--- config.mk ---
export PLATFORM = sky130hd
export DESIGN_NAME = resolution_text_streamer_flat
export DESIGN_NICKNAME = d
export VERILOG_FILES = /design/src/rtl/resolution_text_streamer_pkg.sv /design/src/rtl/resolution_text_streamer_if.sv /design/src/rtl/resolution_text_streamer_rom.sv /design/src/rtl/resolution_text_streamer.sv /design/src/flat_wrapper.sv
export SDC_FILE = /design/constraint.sdc
export NUM_CORES = 1
export LEC_CHECK = 0
export BUFFER_PORTS_ARGS = -buffer_cell sky130_fd_sc_hd__buf_2
export CELL_PAD_IN_SITES_DETAIL_PLACEMENT = 1
export CELL_PAD_IN_SITES_GLOBAL_PLACEMENT = 1
export CORE_ASPECT_RATIO = 0.7
export CORE_MARGIN = 10
export CORE_UTILIZATION = 47
export CTS_BUF_LIST = sky130_fd_sc_hd__clkbuf_8
export CTS_CLUSTER_SIZE = 30
export DETAILED_ROUTE_END_ITERATION = 10
export HOLD_SLACK_MARGIN = 0.02
export PLACE_DENSITY_LB_ADDON = 0.25
export SYNTH_ARGS = -nofsm -noshare
export SYNTH_HDL_FRONTEND = slang
export SYNTH_SLANG_ARGS = --single-unit
--- constraint.sdc ---
create_clock -name clock -period 3.1 [get_ports clock]
set_input_delay 0.775 -clock clock [delete_from_list [all_inputs] [get_ports clock]]
set_output_delay 0.775 -clock clock [all_outputs]
set_load 0.02 [all_outputs]
--- src/rtl/resolution_text_streamer_pkg.sv ---
// Shared types, mode ids and the resolution text table
// for the OSD resolution text streamer.
package resolution_text_streamer_pkg;

  localparam int RESLINE_SIZE = 128;
  localparam int ID_W = 5;

  localparam logic [ID_W-1:0] MODE_1080p60 = 5'd0;
  localparam logic [ID_W-1:0] MODE_720p60  = 5'd1;
  localparam logic [ID_W-1:0] MODE_576i50  = 5'd2;
  localparam logic [ID_W-1:0] MODE_480i60  = 5'd3;
  localparam logic [ID_W-1:0] INVALID_MODE_ID = '1;

  localparam logic [7:0] SPACE_CHAR = 8'h20;

  typedef struct packed {
    logic [ID_W-1:0] id;
    logic            interlaced;
    logic [11:0]     h_active;
    logic [11:0]     v_active;
  } VideoMode;

  typedef enum logic [1:0] {
    ST_IDLE,
    ST_FILL,
    ST_READY,
    ST_STREAM
  } state_t;

  function automatic logic [95:0] mode_name(
    input logic [ID_W-1:0] id
  );
    logic [95:0] n;
    n = '0;
    unique case (id)
      MODE_1080p60: n = "1920x1080p60";
      MODE_720p60:  n = "1280x720p60 ";
      MODE_576i50:  n = "720x576i50  ";
      MODE_480i60:  n = "720x480i60  ";
      default:      n = '0;
    endcase
    return n;
  endfunction

  function automatic logic [7:0] hex_char(
    input logic [3:0] v
  );
    if (v < 4'd10) return 8'h30 + 8'(v);
    return 8'h37 + 8'(v);
  endfunction

  // Each line reads "<mode name> L<n> "; unknown ids are blank.
  function automatic logic [RESLINE_SIZE-1:0] res_text(
    input logic [ID_W-1:0] id,
    input int              line
  );
    logic [95:0] n;
    n = mode_name(id);
    if (n == '0) return {(RESLINE_SIZE/8){SPACE_CHAR}};
    return {n, " L", hex_char(4'(line)), " "};
  endfunction

endpackage

--- src/rtl/resolution_text_streamer_if.sv ---
// Line request and character stream handshakes between
// the text streamer and the OSD character renderer.
interface resolution_text_streamer_if #(
  parameter int ADDR_W     = 4,
  parameter int CHAR_WIDTH = 8
) ();

  logic                  req_valid;
  logic [ADDR_W:0]       req_line;
  logic                  req_ready;
  logic [CHAR_WIDTH-1:0] char_data;
  logic                  char_valid;
  logic                  char_ready;
  logic                  char_last;

  modport master (
    output req_valid,
    output req_line,
    output char_ready,
    input  req_ready,
    input  char_data,
    input  char_valid,
    input  char_last
  );

  modport slave (
    input  req_valid,
    input  req_line,
    input  char_ready,
    output req_ready,
    output char_data,
    output char_valid,
    output char_last
  );

endinterface

--- src/rtl/resolution_text_streamer_rom.sv ---
// Registered per-mode resolution text ROM, one line per
// read with a single cycle of latency.
module resolution_rom_p
  import resolution_text_streamer_pkg::*;
#(
  parameter int LINE_SIZE = RESLINE_SIZE,
  parameter int NUM_LINES = 16,
  localparam int ADDR_W   = $clog2(NUM_LINES)
) (
  input  logic                 clock,
  input  logic                 reset_n,
  input  logic [ID_W-1:0]      i_id,
  input  logic [ADDR_W-1:0]    i_line,
  output logic [LINE_SIZE-1:0] o_data
);

  logic [RESLINE_SIZE-1:0] w_txt;
  logic [LINE_SIZE-1:0]    w_line;

  always_comb begin
    w_txt = res_text(i_id, int'(i_line));
  end

  if (LINE_SIZE <= RESLINE_SIZE) begin : g_trim
    assign w_line = w_txt[RESLINE_SIZE-1 -: LINE_SIZE];
  end else begin : g_pad
    assign w_line = {
      w_txt,
      {((LINE_SIZE - RESLINE_SIZE) / 8){SPACE_CHAR}}
    };
  end

  always_ff @(posedge clock or negedge reset_n) begin
    if (!reset_n) begin
      o_data <= '0;
    end else begin
      o_data <= w_line;
    end
  end

endmodule

--- src/rtl/resolution_text_streamer.sv ---
// Caches the current mode's text lines and streams a requested
// line one character per handshake to the OSD renderer.
module resolution_text_streamer
  import resolution_text_streamer_pkg::*;
#(
  parameter int LINE_SIZE  = RESLINE_SIZE,
  parameter int CHAR_WIDTH = 8,
  parameter int NUM_LINES  = 16,
  parameter int MODE_ID_W  = 5,
  parameter logic [CHAR_WIDTH-1:0] BLANK_CHAR = 8'h20
) (
  input  logic     clock,
  input  logic     reset_n,
  input  VideoMode videoMode,
  resolution_text_streamer_if.slave bus,
  output logic     busy,
  output logic     cache_valid
);

  localparam int ADDR_W = $clog2(NUM_LINES);
  localparam int CHARS  = LINE_SIZE / CHAR_WIDTH;
  localparam int IDX_W  = (CHARS > 1) ? $clog2(CHARS) : 1;

  localparam logic [ADDR_W-1:0] LAST_ADDR =
    ADDR_W'(NUM_LINES - 1);
  localparam logic [IDX_W-1:0] LAST_IDX =
    IDX_W'(CHARS - 1);
  localparam logic [ADDR_W:0] LINE_LIM =
    (ADDR_W + 1)'(NUM_LINES);
  localparam logic [LINE_SIZE-1:0] BLANK_LINE =
    {CHARS{BLANK_CHAR}};

  state_t               r_state;
  logic [MODE_ID_W-1:0] r_id_q;
  logic [MODE_ID_W-1:0] r_latched_id;
  logic [ADDR_W-1:0]    r_addr;
  logic                 r_issue;
  logic                 r_v1;
  logic [ADDR_W-1:0]    r_a1;
  logic [LINE_SIZE-1:0] r_line;
  logic [IDX_W-1:0]     r_idx;
  logic                 r_char_valid;
  logic                 r_char_last;
  logic                 r_busy;
  logic                 r_cache_valid;
  logic                 r_ready;

  logic [LINE_SIZE-1:0] r_buf [NUM_LINES];

  logic                 w_change;
  logic                 w_hs;
  logic [LINE_SIZE-1:0] w_sel;
  logic [LINE_SIZE-1:0] w_rom_data;
  logic [ID_W-1:0]      w_rom_id;
  logic                 w_unused;

  assign w_unused = ^{
    videoMode.interlaced,
    videoMode.h_active,
    videoMode.v_active
  };

  assign w_change = (r_id_q != r_latched_id);
  assign w_hs     = r_char_valid && bus.char_ready;
  assign w_rom_id = ID_W'(r_latched_id);

  always_comb begin
    w_sel = BLANK_LINE;
    if (bus.req_line < LINE_LIM) begin
      w_sel = r_buf[bus.req_line[ADDR_W-1:0]];
    end
  end

  resolution_rom_p #(
    .LINE_SIZE (LINE_SIZE),
    .NUM_LINES (NUM_LINES)
  ) u_rom (
    .clock   (clock),
    .reset_n (reset_n),
    .i_id    (w_rom_id),
    .i_line  (r_addr),
    .o_data  (w_rom_data)
  );

  // Line storage is overwritten by every fill, so it needs no reset.
  always_ff @(posedge clock) begin
    if (r_v1) begin
      r_buf[r_a1] <= w_rom_data;
    end
  end

  always_ff @(posedge clock or negedge reset_n) begin
    if (!reset_n) begin
      r_state       <= ST_IDLE;
      r_id_q        <= '1;
      r_latched_id  <= '1;
      r_addr        <= '0;
      r_issue       <= 1'b0;
      r_v1          <= 1'b0;
      r_a1          <= '0;
      r_line        <= '0;
      r_idx         <= '0;
      r_char_valid  <= 1'b0;
      r_char_last   <= 1'b0;
      r_busy        <= 1'b0;
      r_cache_valid <= 1'b0;
      r_ready       <= 1'b0;
    end else begin
      r_id_q <= videoMode.id[MODE_ID_W-1:0];
      r_v1   <= r_issue;
      r_a1   <= r_addr;
      // A mode change preempts every state, including a fill.
      if (w_change) begin
        r_state       <= ST_FILL;
        r_latched_id  <= r_id_q;
        r_addr        <= '0;
        r_issue       <= 1'b1;
        r_v1          <= 1'b0;
        r_busy        <= 1'b1;
        r_cache_valid <= 1'b0;
        r_ready       <= 1'b0;
        r_char_valid  <= 1'b0;
        r_char_last   <= 1'b0;
      end else begin
        unique case (r_state)
          ST_IDLE: begin
          end
          ST_FILL: begin
            if (r_issue) begin
              r_addr <= r_addr + 1'b1;
              if (r_addr == LAST_ADDR) r_issue <= 1'b0;
            end
            if (r_v1 && (r_a1 == LAST_ADDR)) begin
              r_state       <= ST_READY;
              r_busy        <= 1'b0;
              r_cache_valid <= 1'b1;
              r_ready       <= 1'b1;
            end
          end
          ST_READY: begin
            if (bus.req_valid) begin
              r_line       <= w_sel;
              r_idx        <= '0;
              r_char_valid <= 1'b1;
              r_char_last  <= (CHARS == 1);
              r_ready      <= 1'b0;
              r_state      <= ST_STREAM;
            end
          end
          ST_STREAM: begin
            if (w_hs) begin
              if (r_char_last) begin
                r_char_valid <= 1'b0;
                r_char_last  <= 1'b0;
                r_ready      <= 1'b1;
                r_state      <= ST_READY;
              end else begin
                r_line      <= r_line << CHAR_WIDTH;
                r_idx       <= r_idx + 1'b1;
                r_char_last <= (r_idx == LAST_IDX - 1'b1);
              end
            end
          end
          default: begin
          end
        endcase
      end
    end
  end

  assign bus.req_ready  = r_ready && !w_change;
  assign bus.char_data  = r_line[LINE_SIZE-1 -: CHAR_WIDTH];
  assign bus.char_valid = r_char_valid;
  assign bus.char_last  = r_char_last;
  assign busy           = r_busy;
  assign cache_valid    = r_cache_valid;

endmodule

--- src/flat_wrapper.sv ---
// flat-port wrapper written by rule: the top's interface ports become plain ports
module resolution_text_streamer_flat import resolution_text_streamer_pkg::*;
#(
  parameter int LINE_SIZE  = RESLINE_SIZE,
  parameter int CHAR_WIDTH = 8,
  parameter int NUM_LINES  = 16,
  parameter int MODE_ID_W  = 5,
  parameter logic [CHAR_WIDTH-1:0] BLANK_CHAR = 8'h20
)
  (clock, reset_n, videoMode, busy, cache_valid, bus_req_valid, bus_req_line, bus_char_ready, bus_req_ready, bus_char_data, bus_char_valid, bus_char_last);
  resolution_text_streamer_if #(.ADDR_W(4), .CHAR_WIDTH(CHAR_WIDTH)) bus_i ();
  input  logic clock;
  input  logic reset_n;
  input  VideoMode videoMode;
  output logic busy;
  output logic cache_valid;
  input wire logic [$bits(bus_i.req_valid)-1:0] bus_req_valid;
  input wire logic [$bits(bus_i.req_line)-1:0] bus_req_line;
  input wire logic [$bits(bus_i.char_ready)-1:0] bus_char_ready;
  output wire logic [$bits(bus_i.req_ready)-1:0] bus_req_ready;
  output wire logic [$bits(bus_i.char_data)-1:0] bus_char_data;
  output wire logic [$bits(bus_i.char_valid)-1:0] bus_char_valid;
  output wire logic [$bits(bus_i.char_last)-1:0] bus_char_last;
  assign bus_i.req_valid = bus_req_valid;
  assign bus_i.req_line = bus_req_line;
  assign bus_i.char_ready = bus_char_ready;
  assign bus_req_ready = bus_i.req_ready;
  assign bus_char_data = bus_i.char_data;
  assign bus_char_valid = bus_i.char_valid;
  assign bus_char_last = bus_i.char_last;
  resolution_text_streamer #(.LINE_SIZE(LINE_SIZE), .CHAR_WIDTH(CHAR_WIDTH), .NUM_LINES(NUM_LINES), .MODE_ID_W(MODE_ID_W), .BLANK_CHAR(BLANK_CHAR)) u_core (.clock(clock), .reset_n(reset_n), .videoMode(videoMode), .bus(bus_i), .busy(busy), .cache_valid(cache_valid));
endmodule
==> results of run 1 <==
-- cells by family after synthesis --
family,after synthesis
AND/OR/NAND/NOR,187
AO/OA/AOI/OAI,264
buffers and inverters,99
multiplexers,131
other,2
flip-flops,511
adder cells (fa/ha/maj),7
XOR/XNOR,13
-- layer usage --
metal / up-vias / wire length (um) / track usage (%)
met1: 5805 / 21760 / 26.23
li1: 4824 / - / -
met2: 229 / 22700 / 30.36
met5: - / 14 / 0
met3: 71 / 1970 / 3.143
met4: 2 / 852 / 5.612
-- worst reg2reg max path: cells and delay by family, from the launching register on --
family / cells / cell delay [ps]
and+or+nand+nor: 3 / 480
AOI/OAI and AO/OA: 2 / 940
DFF: 1 / 390
adders and majority gates: 1 / 270
buffers and inverters: 2 / 440
-- final timing paths --
check | endpoint | cells past startpoint | startpoint
setup / recovery | bus_req_ready | 4 | u_core.r_latched_id[1]$_DFFE_PN1N_
max in group asynchronous | u_core.r_latched_id[0]$_DFFE_PN1N_ | 2 | reset_n
setup reg to reg | u_core.r_line[80]$_DFFE_PN0P_ | 8 | u_core.r_state[0]$_DFFE_PN0P_
hold reg to reg | u_core.r_latched_id[4]$_DFFE_PN1N_ | 0 | u_core.r_id_q[4]$_DFF_PN1_
min in group clock | u_core.r_id_q[2]$_DFF_PN1_ | 1 | videoMode[27]
hold / removal | u_core.r_line[125]$_DFFE_PN0P_ | 1 | reset_n
-- area by class of cell --
type | count | area (um2)
fill | 3908 | 19040
sequential | 511 | 14560
multi-input combinational | 605 | 4805
clock buffer | 86 | 1184
timing repair buffer | 87 | 740.7
tap | 544 | 680.7
clock inverter | 57 | 281.5
inverter | 14 | 52.55
-- state kept, by name, summed over array words and instances, names as in the netlist --
register	cells
u_core.bus.char_last	1
u_core.bus.char_valid	1
u_core.busy	1
u_core.cache_valid	1
u_core.r_a1	4
u_core.r_addr	4
u_core.r_buf	352
u_core.r_id_q	5
u_core.r_idx	4
u_core.r_issue	1
u_core.r_latched_id	5
u_core.r_line	106
u_core.r_ready	1
u_core.r_state	2
u_core.r_v1	1
u_core.u_rom.o_data	22
-- through the flow --
stage	power (mW)	utilization, %	worst slack [ps]	hold slack (ps)	area, um2
after floorplan	7.743	-	244.8	351.9	19870
after global placement	7.939	50.38	230.8	363.0	20830
after detailed placement	7.951	50.38	226.3	365.0	20830
after CTS	13.18	53.95	144.9	121.4	22310
after global routing	13.54	53.95	110.4	142.5	22310
final	13.06	53.95	215.1	131.7	22310
-- where the power goes --
| part | switching [mW] | leakage, nW | internal (mW) |
|---|---|---|---|
| clock network | 2.60 | 0.872 | 2.65 |
| logic | 0.284 | 2.31 | 0.181 |
| registers | 0.0451 | 5.51 | 7.30 |
-- synthesized netlist by cell type, types with 8 or more instances --
library cell               instances
sky130_fd_sc_hd__edfxtp_1        352
sky130_fd_sc_hd__dfrtp_1         149
sky130_fd_sc_hd__a21oi_1         113
sky130_fd_sc_hd__nor2_1           81
sky130_fd_sc_hd__mux2i_1          78
sky130_fd_sc_hd__a22o_1           64
sky130_fd_sc_hd__mux4_2           48
sky130_fd_sc_hd__nand2_1          45
sky130_fd_sc_hd__clkbuf_1         35
sky130_fd_sc_hd__o21ai_1          32
sky130_fd_sc_hd__buf_2            19
sky130_fd_sc_hd__nor3_1           18
sky130_fd_sc_hd__a22oi_1          17
sky130_fd_sc_hd__buf_4            17
sky130_fd_sc_hd__inv_1            13
sky130_fd_sc_hd__dfstp_2          10
sky130_fd_sc_hd__nand3_1          10
sky130_fd_sc_hd__a31oi_1           8
sky130_fd_sc_hd__buf_6             8
-- repair_timing --
item                       in CTS  in global routing
buffers inserted                1                  0
setup endpoints to repair       1                  0
hold endpoints to repair        0                  0
==> out/results.ini, run 1 <==
[outcome]
status=complete, no violations

[power_and_ir_drop]
vdd_ir_drop_max_v=0.0004543
p_leak_nw=8.694
power-per-cell-area_nw_per_um2=585.4

[sta]
grt_setup_unrepaired=no
layout_worst_path_cycle_share_pct=93.06
timing_hold_violations_final=0
max_clock_freq_ghz=0.3466
finalCriticalPeriod_ps=2885
finalSetupViolations=0
clock_skew_ps=29.41
worst_slew_slack_as_a_fraction_of_its_limit_pct=48.84
setup_total_negative_slack_ps=0
worst-slew-pin-transition_ps=765.9
slew_violations=0

[layout]
flow.area_growth_from_synthesis_pct=12.30
final_common_cell=sky130_fd_sc_hd__edfxtp_1
final_net_count=1343
antennaDiodeCount=0
final-instance-count-excl-fill=1904
final_layout_size_suffix_gt1_share_pct=20.51
mostFrequentLayoutCells=sky130_fd_sc_hd__edfxtp_1 (352), sky130_fd_sc_hd__dfrtp_1 (149), sky130_fd_sc_hd__a21oi_1 (113)

[global_route]
grt_antenna_before_repair=1
overall_overflow_remaining_after_global_route=0
grt_start_max_net_pins=62
globalRouteTotalUtil_pct=18.88
grt_first_pass_wirelength_mm=72.64
grt_pass1_vias=11730

[yosys]
synth_cell_types=53
synth_edf_count=352
async_reset_ff_share_pct=31.12
synth_area_leaders=sky130_fd_sc_hd__edfxtp_1 (53%), sky130_fd_sc_hd__dfrtp_1 (19%), sky130_fd_sc_hd__mux4_2 (5.4%)
synth.ff_latch_count=511
seq_area_frac_synth_pct=73.31
post_synth_mux_area_share_pct=9.733
mappedNetlistArea_um2=19860
yosys.area_share.simple_pct=4.246
compound_gate_portion_of_the_synthesized_area_pct=8.794
synth_largest_area_cell=sky130_fd_sc_hd__edfxtp_1
synthFlopType=sky130_fd_sc_hd__edfxtp_1
yosys.area_share.xor_xnor_pct=0.5733
postSynthCellCount=1214
top_cell_type_s_share_of_synthesized_area_pct=53.22
syn_avg_cell_area_um2=16.36
yosysWarningCount=0
synth_top_family_by_area=multiplexers
synthAdderAreaFrac_pct=0.4410

[die]
fp-row-count=62
io_pins=52
dieArea_um2=51010
height_of_the_chip_um=192.0
start_util_pct=48.04
die_width_um=265.7
core_area_um2=41350

[worst_setup_path]
worstPathRequired_ps=2320
critical_path_buf_inv_count=1
register_to_register_setup_slack_ps=450
path_cells=xor2_1 > nor4_4 > and3_1 > buf_2
setup.worst_path.class=reg -> out
cp_top_family=flip-flops
crit_slowest_cell=sky130_fd_sc_hd__dfstp_2
worstSetupStartpointType=register
largest_stage_delay_on_the_critical_path_ps=730
critPathCaptureType=primary output
worst-path-max-fanout=8
timing.critical_path.arrival_ps=2110

[clock_tree]
worstSkewPairLatency_ps=640
resized_after_cts=0
cts_made_buffers=78
cts_num_sinks=511
htree_num_levels=3
max_clock_buf_depth=3
clkTransAtPathRegs_ps=60
hold_buffers=0
cts_tree=done
root_buffer=sky130_fd_sc_hd__clkbuf_8

[drt]
drt.antenna.violating_nets=0
drt-wirelength-per-cell_um=24.84
totalWireLength_mm=47.30
detail_route.vias_per_cell=5.741
dr.pass1.iters=5
detailedRoute.firstIterationViolations=1041
dr_total_vias=10930
drc=0

[flow_run]
drv_cap=0

[min_path]
worstHoldPathType=in -> async

[place]
detailedPlacementHpwl_mm=28.32
buffer_ports.inserted=25
routabilityCongestion=0.7549
inst_count_dp=1760

Note: power is estimated with default switching activity, not from simulation.
==> run 2, diff against run 1 <==
- CTS_BUF_LIST: sky130_fd_sc_hd__clkbuf_8 -> not set
- clock period: 3.1 -> 2.52 ns (I/O delays scaled with it)
==> run 2 against run 1 <==
Via count up 2.0%. Die area stayed put. Critical endpoint unchanged. Largest power group unchanged. Non-clock buffer count is 31 higher. Register-to-register slack worse by 300 ps. Cell count down 1.1%. Worst hold slack improved by 6.7 ps. Largest cell class unchanged. Global-route usage up 0.59 points. Sequential power is 23% higher. Combinational power is 36% higher.
==> out/results.ini, run 2 (same netlist as run 1, synthesis figures left out) <==
[sta]
grt_setup_unrepaired=yes
layout_worst_path_cycle_share_pct=98.75
max_clock_freq_ghz=0.4018
worst-slew-pin-transition_ps=624.2
slew_violations=0
timing_hold_violations_final=0
finalSetupViolations=0
finalCriticalPeriod_ps=2489
clock_skew_ps=24.19
worst_slew_slack_as_a_fraction_of_its_limit_pct=58.26
final_critical_path_setup_slack_ps=31.43

[worst_setup_path]
crit_slowest_cell=sky130_fd_sc_hd__dfstp_2
launching_point_of_the_worst_reg2reg_path=u_core.r_state[0]$_DFFE_PN0P_
setup.worst_path.class=reg -> out
register_to_register_setup_slack_ps=150
rr_worst_depth=7
regToRegEndpoint=u_core.r_line[29]$_DFFE_PN0P_
critPathCaptureType=primary output
worst-path-max-fanout=2
path_cells=xor2_1 > nor4_4 > and3_4 > buf_6
timing.critical_path.arrival_ps=1860
cp_top_family=flip-flops
critical_path_buf_inv_count=1
worstPathRequired_ps=1890
largest_stage_delay_on_the_critical_path_ps=540
worstSetupStartpointType=register
crit_cells=4

[global_route]
grt_antenna_before_repair=0
overall_overflow_remaining_after_global_route=0
grt_start_max_net_pins=56
globalRouteTotalUtil_pct=19.48
grt_first_pass_wirelength_mm=74.47
grt_pass1_vias=11670

[layout]
flip_flop_count_of_the_largest_register_all_copies_and_words_added=352
final_layout_size_suffix_gt1_share_pct=21.57
max_flop_register=u_core.r_buf
final_common_cell=sky130_fd_sc_hd__edfxtp_1
final_net_count=1345
antennaDiodeCount=0
multi_input_area_um2=4842
fillCellCount=3800
finalInstanceArea_um2=22890
mostFrequentLayoutCells=sky130_fd_sc_hd__edfxtp_1 (352), sky130_fd_sc_hd__dfrtp_1 (149), sky130_fd_sc_hd__a21oi_1 (113)
regArea_um2=14560
reg_top3=u_core.r_buf (352), u_core.r_line (106), u_core.u_rom.o_data (22)
flow.area_growth_from_synthesis_pct=15.26

[place]
detailedPlacementHpwl_mm=30.17
routabilityCongestion=0.7504
dpl_worst_slack_ps=-109.4
buffer_ports.inserted=25
placed_cell_area_um2=21210

[min_path]
worst_hold_path.endpoint=u_core.r_id_q[4]$_DFF_PN1_
hold_path_startpoint=videoMode[29]
min_delay_path_depth=1
worstHoldPathType=in -> reg

[power_and_ir_drop]
power-per-cell-area_nw_per_um2=746.7
p_leak_nw=8.801
vdd_ir_drop_max_v=0.0005759

[die]
start_util_pct=48.04
core_area_um2=41350
height_of_the_chip_um=192.0
fp-row-count=62
die_width_um=265.7
io_pins=52
dieArea_um2=51010

[clock_tree]
cts_tree=done
cts_num_sinks=511
worstSkewPairLatency_ps=580
htree_num_levels=2
max_clock_buf_depth=3
clkTransAtPathRegs_ps=60
cts_made_buffers=49
root_buffer=sky130_fd_sc_hd__clkbuf_16

[drt]
drt-wirelength-per-cell_um=26.24
dr.pass1.iters=5
detailedRoute.firstIterationViolations=1196
detail_route.vias_per_cell=5.920
drc=0
dr_total_vias=11150
totalWireLength_mm=49.43
drt.antenna.violating_nets=0

[flow_run]
drv_cap=0

[outcome]
status=complete, no violations

run 2: changes by cell type in the layout (fill, tap and decap cells not counted), sizes merged:
cell | previous run | this run
inv | 54 | 15
buf | 87 | 116
clkbuf | 86 | 64
clkinv | 13 | 21
bufinv | 1 | 5
clkinvlp | 3 | 2
dlygate4sd3 | 0 | 1
run 2: final cells by class:
type,count,share of cell area [%]
clock buffer,63,5.903
clock inverter,29,1.170
inverter,14,0.2295
multi-input combinational,605,21.15
sequential,511,63.61
tap,544,2.973
timing repair buffer,118,4.968
run 2: power breakdown:
part	switching (mW)	internal, mW
registers	0.0487	8.97
logic	0.373	0.258
clock network	3.14	4.30
run 2: metal layers:
| layer | global-route usage [%] | vias to the layer above | part of all wire, % |
|---|---|---|---|
| li1 | - | 4823 | - |
| met1 | 28.92 | 5926 | 46 |
| met2 | 30.08 | 346 | 46 |
| met3 | 2.900 | 59 | 6.9 |
| met4 | 4.253 | 0 | 1.6 |
| met5 | 0 | - | 0 |
run 2: per-stage QoR:
stage,hold slack [ps],std cells,power (mW),TNS (ps),utilization [%]
6_report,138.4,1884,17.09,0,55.37
5_1_grt,122.9,1884,17.63,-15.37,55.37
4_1_cts,115.2,1883,17.24,0,55.27
3_5_place_dp,365.0,1789,9.828,-1136,51.29
3_3_place_gp,363.0,1789,9.807,-255.3,51.29
2_1_floorplan,334.4,1215,9.525,0,-
run 2: worst max path at each step:
stage | endpoint | start | slack, ps
after CTS | bus_req_ready | u_core.r_latched_id[4]$_DFFE_PN1N_ | 4
after floorplan | u_core.r_buf[12][107]$_DFFE_PP_ | u_core.r_v1$_DFF_PN0_ | 40
after detailed placement | u_core.r_line[44]$_DFFE_PN0P_ | bus_req_line[1] | -110
after global routing | bus_req_ready | u_core.r_latched_id[4]$_DFFE_PN1N_ | -20
final | bus_req_ready | u_core.r_latched_id[4]$_DFFE_PN1N_ | 30
after global placement | u_core.r_line[102]$_DFFE_PN0P_ | bus_req_line[1] | -50
run 2: repair_timing:
item	in CTS	in global routing
cloned	0	1
hold endpoints to repair	35	0
endpoints found under the setup margin	1	9
hold buffers	1	0
gates resized for setup	3	3
setup buffers	1	0
==> run 3, diff against run 2 <==
- clock period: 2.52 -> 2.74 ns (I/O delays scaled with it)
==> run 3 against run 2 <==
Clock power shrank 15%. Combinational power shrank 8.6%. First-iteration DRC count shrank 15%. Utilization shrank 0.84 points. Clock skew shrank 6.6 ps. Setup slack gained 130 ps. Die area is the same. Critical path type unchanged. Largest cell class unchanged. Largest power group unchanged.
==> out/results.ini, run 3 (same netlist as run 1, synthesis figures left out) <==
[layout]
mostFrequentLayoutCells=sky130_fd_sc_hd__edfxtp_1 (352), sky130_fd_sc_hd__dfrtp_1 (149), sky130_fd_sc_hd__a21oi_1 (113)
fillCellCount=3850
flip_flop_count_of_the_largest_register_all_copies_and_words_added=352
finish.utilization_pct=54.53
antennaDiodeCount=0
reg_top3=u_core.r_buf (352), u_core.r_line (106), u_core.u_rom.o_data (22)
final_net_count=1331
final_common_cell=sky130_fd_sc_hd__edfxtp_1
flow.area_growth_from_synthesis_pct=13.53
final_layout_size_suffix_gt1_share_pct=20.09
max_flop_register=u_core.r_buf

[drt]
dr_total_vias=10940
detail_route.vias_per_cell=5.854
dr.pass1.iters=5
drc=0
drt-wirelength-per-cell_um=26.03
totalWireLength_mm=48.62
detailedRoute.firstIterationViolations=1018
drt.antenna.violating_nets=0

[clock_tree]
max_clock_buf_depth=3
root_buffer=sky130_fd_sc_hd__clkbuf_16
cts_num_sinks=511
cts_tree=done
clkTransAtPathRegs_ps=60
cts_made_buffers=47
htree_num_levels=2
hold_buffers=0
worstSkewPairLatency_ps=580

[place]
detailedPlacementHpwl_mm=28.83
routabilityCongestion=0.7374
buffer_ports.inserted=25
dpl_worst_slack_ps=33.47

[global_route]
grt_use_met2_pct=30.01
grt_pass1_vias=11710
global_route.usage.met1_pct=28.26
globalRouteTotalUtil_pct=19.42
grt_antenna_before_repair=0
gr-max-usage-layer=met2
grt_first_pass_wirelength_mm=74.42
grt.met3_usage_pct=3.386
overall_overflow_remaining_after_global_route=0
grt_start_max_net_pins=55

[sta]
grt_setup_unrepaired=no
timing_hold_violations_final=0
worst-slew-pin-transition_ps=727.3
layout_worst_path_cycle_share_pct=94.18
finalCriticalPeriod_ps=2580
finalSetupViolations=0
post_route_worst_hold_slack_ps=57.96
slew_violations=0
worst_slew_slack_as_a_fraction_of_its_limit_pct=51.29
setup_total_negative_slack_ps=0
max_clock_freq_ghz=0.3875
final_critical_path_setup_slack_ps=159.6
clock_skew_ps=17.64

[power_and_ir_drop]
vdd_ir_drop_max_v=0.0004715
power-per-cell-area_nw_per_um2=674.6
p_leak_nw=8.662

[worst_setup_path]
setup.worst_path.class=reg -> out
worstSetupStartpointType=register
regToRegEndpoint=u_core.r_line[70]$_DFFE_PN0P_
rr_worst_depth=9
worst-path-max-fanout=2
launching_point_of_the_worst_reg2reg_path=u_core.r_state[0]$_DFFE_PN0P_
register_to_register_setup_slack_ps=380
worstPathRequired_ps=2060
timing.critical_path.arrival_ps=1900
critPathCaptureType=primary output

[die]
fp-row-count=62
die_width_um=265.7
core_area_um2=41350
height_of_the_chip_um=192.0
dieArea_um2=51010
start_util_pct=48.04
io_pins=52

[outcome]
status=complete, no violations

[min_path]
worstHoldPathType=in -> async

[flow_run]
drv_cap=0

[run 3: cell count changes in the layout (fill, tap and decap cells not counted), sizes merged]
cell	delta
buf	-10
clkbuf	+8
clkinv	-8
bufinv	-4
clkinvlp	-1
dlygate4sd3	-1
[run 3: what timing repair did]
item | CTS | global route
setup buffers | 1 | 0
setup endpoints to repair | 1 | 0
resized for setup | 1 | 0
[run 3: worst max-delay path by stage]
stage,start,endpoint,cells past startpoint
after floorplan,u_core.r_a1[2]$_DFF_PN0_,u_core.r_buf[8][107]$_DFFE_PP_,2
after global placement,bus_req_line[0],u_core.r_line[69]$_DFFE_PN0P_,7
after detailed placement,bus_req_line[0],u_core.r_line[11]$_DFFE_PN0P_,7
after CTS,u_core.r_latched_id[0]$_DFFE_PN1N_,bus_req_ready,4
after global routing,u_core.r_id_q[4]$_DFF_PN1_,bus_req_ready,4
final,u_core.r_latched_id[0]$_DFFE_PN1N_,bus_req_ready,4
[run 3: layer usage]
| layer | vias to the layer above | wire [um] |
|---|---|---|
| li1 | 4789 | - |
| met5 | - | 0 |
| met3 | 72 | 2784 |
| met4 | 0 | 947 |
| met2 | 297 | 22250 |
| met1 | 5777 | 22640 |
[run 3: critical path, stage by stage, from the launching register on]
cell and delay (ps):
sky130_fd_sc_hd__dfstp_4 620, sky130_fd_sc_hd__xor2_1 90, sky130_fd_sc_hd__nor4_4 240, sky130_fd_sc_hd__and3_1 210, sky130_fd_sc_hd__buf_2 170
[run 3: report_power, final]
group          leakage, nW  internal, mW  switching, mW
registers             5.51          8.25         0.0447
logic                 2.43         0.235          0.342
clock network        0.717          3.50           2.83
total                 8.66          12.0           3.22
[run 3: layout make-up]
| cell class | instances | area (um2) | share of cell area, % |
|---|---|---|---|
| inverter | 14 | 52.55 | 0.2331 |
| clock buffer | 72 | 1351 | 5.993 |
| sequential | 511 | 14570 | 64.60 |
| multi-input combinational | 605 | 4811 | 21.34 |
| clock inverter | 16 | 116.4 | 0.5161 |
| timing repair buffer | 106 | 970.9 | 4.306 |
| tap | 544 | 680.7 | 3.019 |
[run 3: through the flow]
step                      instances  total power [mW]  cell area, um2
final                          1868             15.21           22550
after global routing           1868             15.71           22550
after CTS                      1868             15.34           22550
after detailed placement       1779             9.038           21070
after global placement         1779             9.027           21070
after floorplan                1215             8.760           19870
